`src/rtl/pc_fetch_ctrl.sv`:
```
// Fetch-stage program counter: next-PC selection, debug run/step sequencing,
// stall handling, halt capture and committed-fetch accounting.
module pc_fetch_ctrl #(
  parameter int unsigned     MSB      = 32,
  parameter logic [MSB-1:0]  RESET_PC = '0,
  parameter int unsigned     PC_STEP  = 4
) (
  input  logic           clk,
  input  logic           rst_n,
  input  logic           run_en,
  input  logic           step_req,
  input  logic           restart,
  input  logic           stall,
  input  logic           branch_taken,
  input  logic [MSB-1:0] branch_addr,
  input  logic           jump_taken,
  input  logic [MSB-1:0] jump_addr,
  input  logic           halt_detect,
  output logic [MSB-1:0] pc,
  output logic [MSB-1:0] next_pc,
  output logic           fetch_valid,
  output logic           halted,
  output logic           misaligned,
  output logic [MSB-1:0] fetch_count
);

  typedef enum logic [1:0] {
    ST_IDLE   = 2'd0,
    ST_RUN    = 2'd1,
    ST_STEP   = 2'd2,
    ST_HALTED = 2'd3
  } state_e;

  localparam logic [MSB-1:0] STEP_INC  = MSB'(PC_STEP);
  localparam logic [MSB-1:0] CNT_ONE   = MSB'(1);
  localparam logic [MSB-1:0] LOW2_MASK = MSB'(3);

  state_e         state_q, state_d;
  logic [MSB-1:0] pc_q, pc_d;
  logic [MSB-1:0] cnt_q, cnt_d;
  logic           fv_q, fv_d;
  logic           mis_q, mis_d;

  logic           advance;
  logic           load_target;
  logic [MSB-1:0] target_raw;
  logic [MSB-1:0] pc_inc;

  // Word-align a redirect target; low bits never reach the fetch address.
  function automatic logic [MSB-1:0] align_word(input logic [MSB-1:0] addr);
    return addr & ~LOW2_MASK;
  endfunction

  function automatic logic low_bits_set(input logic [MSB-1:0] addr);
    return |(addr & LOW2_MASK);
  endfunction

  assign pc_inc      = pc_q + STEP_INC;
  // Branch belongs to the older instruction, so it outranks a jump.
  assign load_target = branch_taken | jump_taken;
  assign target_raw  = branch_taken ? branch_addr : jump_addr;
  assign advance     = ((state_q == ST_RUN) || (state_q == ST_STEP)) &&
                       !stall && !halt_detect;

  always_comb begin
    state_d = state_q;
    pc_d    = pc_q;
    cnt_d   = cnt_q;
    fv_d    = 1'b0;
    mis_d   = mis_q;

    if (restart) begin
      state_d = ST_IDLE;
      pc_d    = RESET_PC;
      cnt_d   = '0;
      mis_d   = 1'b0;
    end else begin
      unique case (state_q)
        ST_IDLE: begin
          if (halt_detect)   state_d = ST_HALTED;
          else if (run_en)   state_d = ST_RUN;
          else if (step_req) state_d = ST_STEP;
        end
        ST_RUN: begin
          if (halt_detect)   state_d = ST_HALTED;
          else if (!run_en)  state_d = ST_IDLE;
        end
        // A step waits out stalls and retires on its first free cycle.
        ST_STEP: begin
          if (halt_detect)   state_d = ST_HALTED;
          else if (!stall)   state_d = ST_IDLE;
        end
        ST_HALTED: state_d = ST_HALTED;
        default:   state_d = ST_IDLE;
      endcase

      if (advance) begin
        fv_d  = 1'b1;
        cnt_d = cnt_q + CNT_ONE;
        if (load_target) begin
          pc_d  = align_word(target_raw);
          mis_d = mis_q | low_bits_set(target_raw);
        end else begin
          pc_d  = pc_inc;
        end
      end
    end
  end

  always_ff @(posedge clk or negedge rst_n) begin
    if (!rst_n) begin
      state_q <= ST_IDLE;
      pc_q    <= RESET_PC;
      cnt_q   <= '0;
      fv_q    <= 1'b0;
      mis_q   <= 1'b0;
    end else begin
      state_q <= state_d;
      pc_q    <= pc_d;
      cnt_q   <= cnt_d;
      fv_q    <= fv_d;
      mis_q   <= mis_d;
    end
  end

  assign pc          = pc_q;
  assign next_pc     = pc_inc;
  assign fetch_valid = fv_q;
  assign halted      = (state_q == ST_HALTED);
  assign misaligned  = mis_q;
  assign fetch_count = cnt_q;

endmodule

```
`config.mk`:
```
export PLATFORM = sky130hd
export DESIGN_NAME = pc_fetch_ctrl
export DESIGN_NICKNAME = d
export VERILOG_FILES = /design/src/rtl/pc_fetch_ctrl.sv
export SDC_FILE = /design/constraint.sdc
export NUM_CORES = 1
export LEC_CHECK = 0
export CORE_MARGIN = 2
export CORE_UTILIZATION = 45
export DETAILED_ROUTE_END_ITERATION = 8
export MAX_ROUTING_LAYER = met4
export PLACE_DENSITY = 0.79
export SETUP_SLACK_MARGIN = 0.05
export SLEW_MARGIN = 20
export SYNTH_ARGS = -nofsm -noshare
export SYNTH_HDL_FRONTEND = slang
export SYNTH_SLANG_ARGS = --single-unit
```
`constraint.sdc`:
```
create_clock -name clk -period 2.7 [get_ports clk]
set_input_delay 0.54 -clock clk [delete_from_list [all_inputs] [get_ports clk]]
set_output_delay 0.54 -clock clk [all_outputs]
set_load 0.02 [all_outputs]
```
-- Yosys cells after proc, flatten, opt, wreduce, memory -nomap -nowiden
Cells that the tools add are included.
- register bits: 68
- bits of input ports: 73
- output and inout port bits: 99
- logic and storage cells: 46
- add/subtract/negate cells: 2
- eq/ne operators: 6
- muxes and demuxes: 20
- bitwise operators: 2
- reductions and logical operators: 11
- operators with widths (operator ; count):
    32-bit 2-to-1 mux ; 6
    32-bit by 1-bit adder with 32-bit output, second input constant ; 1
    32-bit by 3-bit adder with 32-bit output, second input constant ; 1
    2-bit 2-to-1 mux ; 8
    4-bit != test, second input constant ; 2
    2-bit case mux with 4 select lines ; 1
    1-bit 2-to-1 mux ; 5
    5-bit != test, second input constant ; 1
    2-bit equality test, second input constant ; 2
    2-bit nonzero test ; 2
    3-bit AND reduction ; 1
    2-bit by 1-bit equality test with 1-bit output, second input constant ; 1
    1-bit logical AND ; 2
    1-bit logical NOT ; 2
    2-bit logical NOT ; 1
    1-bit OR ; 2
    2-bit AND reduction ; 1
    2-bit OR reduction ; 1
    1-bit logical OR ; 1

-- Logic depth before layout (Yosys ltp)
- depth in word-level cells: 6
- depth in mapped cells: 9
- gate-level depth less buffers: 8

-- Worst setup path before layout
OpenSTA, ideal clock, no wires.
- path kind: reg2out
- start: register pc_q[10] (netlist: pc[10])
- end: output port next_pc[26]
- arrival: 2255 ps
- data required time: 2160 ps
- path slack: -95 ps
- stages on the path, launching flop included: 7
- path buffers: 2
- cells stage by stage: dfrtp_1 > buf_2 > nand4_4 > or4_1 > buf_2 > or3_4 > xnor2_1
- longest elaborated chain between the ends: 1
- RTL lines (element ; line ; source):
    start, declared ; 39 ; logic [MSB-1:0] pc_q, pc_d;
    start signal, assigned ; 119 ; pc_q <= pc_d;
    32-bit by 3-bit adder with 32-bit output ; 58 ; assign pc_inc = pc_q + STEP_INC;
    end, declared ; 20 ; output logic [MSB-1:0] next_pc,
No other way between the ends.

-- Final worst setup path
- start: register pc_q[2] (netlist: pc[2])
- end: output port next_pc[26]
Same word-level chain as after synthesis.

==> impl_metrics.env <==
export IMPL_status="finished clean"
export IMPL_async_flop_share=1.00
export IMPL_min_path_type="primary input to async pin"
export IMPL_cts_htree_levels=3
export IMPL_cts_num_sinks=66
export IMPL_grt_pass1_wl_um=26200
export IMPL_cp_data_arrival_time_ps=2150
export IMPL_final_cell_count_no_fill=909
export IMPL_wl_um=16500
export IMPL_via_per_inst=5.83
export IMPL_ys_ff_latch=66
export IMPL_setup_viol=0
export IMPL_dp_hpwl_um=11700
export IMPL_drv_slew=0
export IMPL_tns_ps=0
export IMPL_maxCapViolCount=0
export IMPL_drt_iter0_markers=314
export IMPL_synth_edf_count=0
export IMPL_drcViolationCount=0
export IMPL_gr_total_overflow=0
export IMPL_ys_types=57
export IMPL_finalCriticalPeriod_ps=2690
export IMPL_tightest_slew_ps=793
export IMPL_fin_hold_ws_ps=267
export IMPL_synth_simple_area_share=0.263
export IMPL_numCtsBuffers=9
export IMPL_cp_max_fo=3
export IMPL_path_clk_slew_ps=90
export IMPL_synthAdderAreaFrac=0.0197
export IMPL_nFillCells=748
export IMPL_grtUsageTotal=0.307
export IMPL_antenna_found_initial=0
export IMPL_core_area_um2=9680
export IMPL_die_width_um=104
export IMPL_fin_skew_ps=13.2
export IMPL_first_pass_iters=5
export IMPL_io_pins=172
export IMPL_seq_area_um2=1650
export IMPL_path_class="register to primary output"
export IMPL_max_freq_mhz=371
export IMPL_required_ps=2160
export IMPL_grt_max_degree=43
export IMPL_start_util=0.460
export IMPL_cts_path_max_buffers=2
export IMPL_synth_compound_area_share=0.171
export IMPL_clkLatencyLatePin_ps=360
export IMPL_port_buffers=167
export IMPL_synthMuxAreaShare=0.00899
export IMPL_syn_inst=538
export IMPL_postRouteAntennaNets=0
export IMPL_grt_pass1_vias=5235
export IMPL_die_area_um2=10700
export IMPL_synth_top_family_by_area="simple AND/OR/NAND/NOR gates"
export IMPL_synth_seq_area_share=0.371
export IMPL_preCtsSetupSlack_ps=-155
export IMPL_ir_drop_mv=0.435
export IMPL_drive_above_1_share=0.222
export IMPL_hold_buffers=0
export IMPL_synth_warnings=0
export IMPL_gp_congestion=0.900
export IMPL_rsz0062_at_grt="true"
export IMPL_cts_tree="built"
export IMPL_layout_setup_ws_ps=7.97
export IMPL_endpoint_kind="primary output"
export IMPL_start_kind="register"
export IMPL_leakagePower_nw=3.09
export IMPL_fp_row_count=36
export IMPL_max_slew_margin=0.471
export IMPL_ctsRootBufferMaster="clkbuf_8"
export IMPL_route_vias_total=5299
export IMPL_placed_cells=878
export IMPL_die_h_um=104
export IMPL_synth_xor_area_frac=0.114
export IMPL_post_drt_wl_per_cell_um=18.1
export IMPL_ys_flop_type="dfrtp_1"
export IMPL_fin_crit_sh=0.997
export IMPL_multiInputGateArea_um2=2800
export IMPL_syn_to_final_growth_pct=61.9
export IMPL_num_antenna_cells=0
export IMPL_hold_violations=0
export IMPL_layout_nets=851
export IMPL_synth_area_um2=4460
export IMPL_syn_avg_cell_area_um2=8.28
export IMPL_cellPowerDensity_nw_per_um2=454
## area by class of cell
class,count,area share
multi-input cells,418,0.388
repair buffers,259,0.323
flip-flops and latches,66,0.229
well taps,133,0.0231
clock buffers,9,0.0172
clock inverters,7,0.0116
inverters,17,0.00884
## routing by layer
metal	up-vias	routed length, µm	GRT usage
met5	-	0	-
met4	0	495	0.121
met3	44	1190	0.0497
met2	299	8110	0.509
met1	2537	6670	0.377
li1	2419	-	-
## kinds of logic (layout without fill, tap and decap cells)
kind of cell             count (synthesis)  count (layout)
XOR/XNOR                                58              58
other                                    1               4
adder cells (fa/ha/maj)                  7               7
buffers and inverters                   57             292
AO/OA/AOI/OAI                          112             112
AND/OR/NAND/NOR                        233             233
multiplexers                             4               4
flip-flops                              66              66
## cell usage after synthesis (2+ instances only)
cell type  instances  share of area
o311ai_0           3         0.0059
and3_1            10          0.014
buf_4              4         0.0067
a22oi_1           12          0.020
buf_2              2         0.0022
clkbuf_1          31          0.026
or4_1              6          0.010
a2bb2oi_1          4         0.0079
o31ai_1            3         0.0051
nand4_1           12          0.017
a222oi_1           4         0.0090
ha_1               7          0.020
a22o_1             3         0.0059
nand3_1           30          0.034
a21oi_1           25          0.028
nor2_1            60          0.051
xnor2_1           40          0.079
and4_1             5         0.0098
o211ai_1           7          0.012
o32ai_1            2         0.0039
nor4_1            17          0.024
or3_1              5         0.0070
nor3b_1            3         0.0051
a221o_1            3         0.0067
a32o_1             2         0.0045
nor3_1            27          0.030
inv_1             16          0.013
o22ai_1            4         0.0056
buf_1              3         0.0025
a31oi_1            2         0.0028
mux2i_1            4         0.0090
xor2_1            18          0.035
a221oi_1           3         0.0059
nand2_1           48          0.040
or2_2              2         0.0028
o21ai_0           25          0.028
dfrtp_1           66           0.37
## flip-flops by register name, indices dropped and copies added (netlist names)
name,flops
pc,30
misaligned,1
state_q,2
fetch_valid,1
fetch_count,32
## stage by stage
step | area [µm²] | utilization | power [mW]
6_report | 7220 | 0.745 | 3.27
3_5_place_dp | 6760 | 0.698 | 2.36
3_3_place_gp | 6760 | 0.698 | 2.33
4_1_cts | 7070 | 0.730 | 3.24
2_1_floorplan | 4490 | - | 1.74
5_1_grt | 7220 | 0.745 | 3.41
## where the power goes
part           switching [mW]  total (mW)  internal (mW)
Clock                   0.455       0.898          0.443
Combinational           0.661        1.24          0.581
Sequential             0.0702        1.13           1.06
Total                    1.19        3.27           2.09
## path summary, 6_finish.rpt
path,endpoint,start,slack [ps],cells after the start
setup reg to reg,fetch_count[8],state_q[0],200,9
hold reg to reg,misaligned,misaligned,510,2
setup / recovery,next_pc[26],pc[2],8,6
min in group clk,misaligned,misaligned,510,2
hold / removal,fetch_count[29],rst_n,270,1
max in group asynchronous,pc[2],rst_n,1760,2
## layout by cell type, fill, tap and decap left out, types with 6 or more instances in the layout
cell type	count
a21oi_1	25
a22oi_1	12
and3_1	10
buf_2	7
buf_4	93
buf_6	7
clkbuf_8	9
clkdlybuf4s50_1	138
dfrtp_1	64
ha_1	6
inv_1	16
nand2_1	47
nand3_1	28
nand4_1	12
nor2_1	57
nor3_1	21
nor4_1	7
nor4_2	9
o211ai_1	7
o21ai_0	25
xnor2_1	37
xor2_1	18
## what timing repair did
action	in CTS	in global routing
setup endpoints to repair	25	29
resized for setup	96	46
endpoints found under the hold margin	0	0
buffers inserted	9	6
pin swaps	9	10
## worst max-delay path, cell delays in order, from the launching register on
cell     delay, ps
dfrtp_2        380
ha_2           210
nand3_2         90
or4_4          440
or3_4          400
xnor2_2        130
buf_4          150
Note: power is estimated with default switching activity, not from simulation.
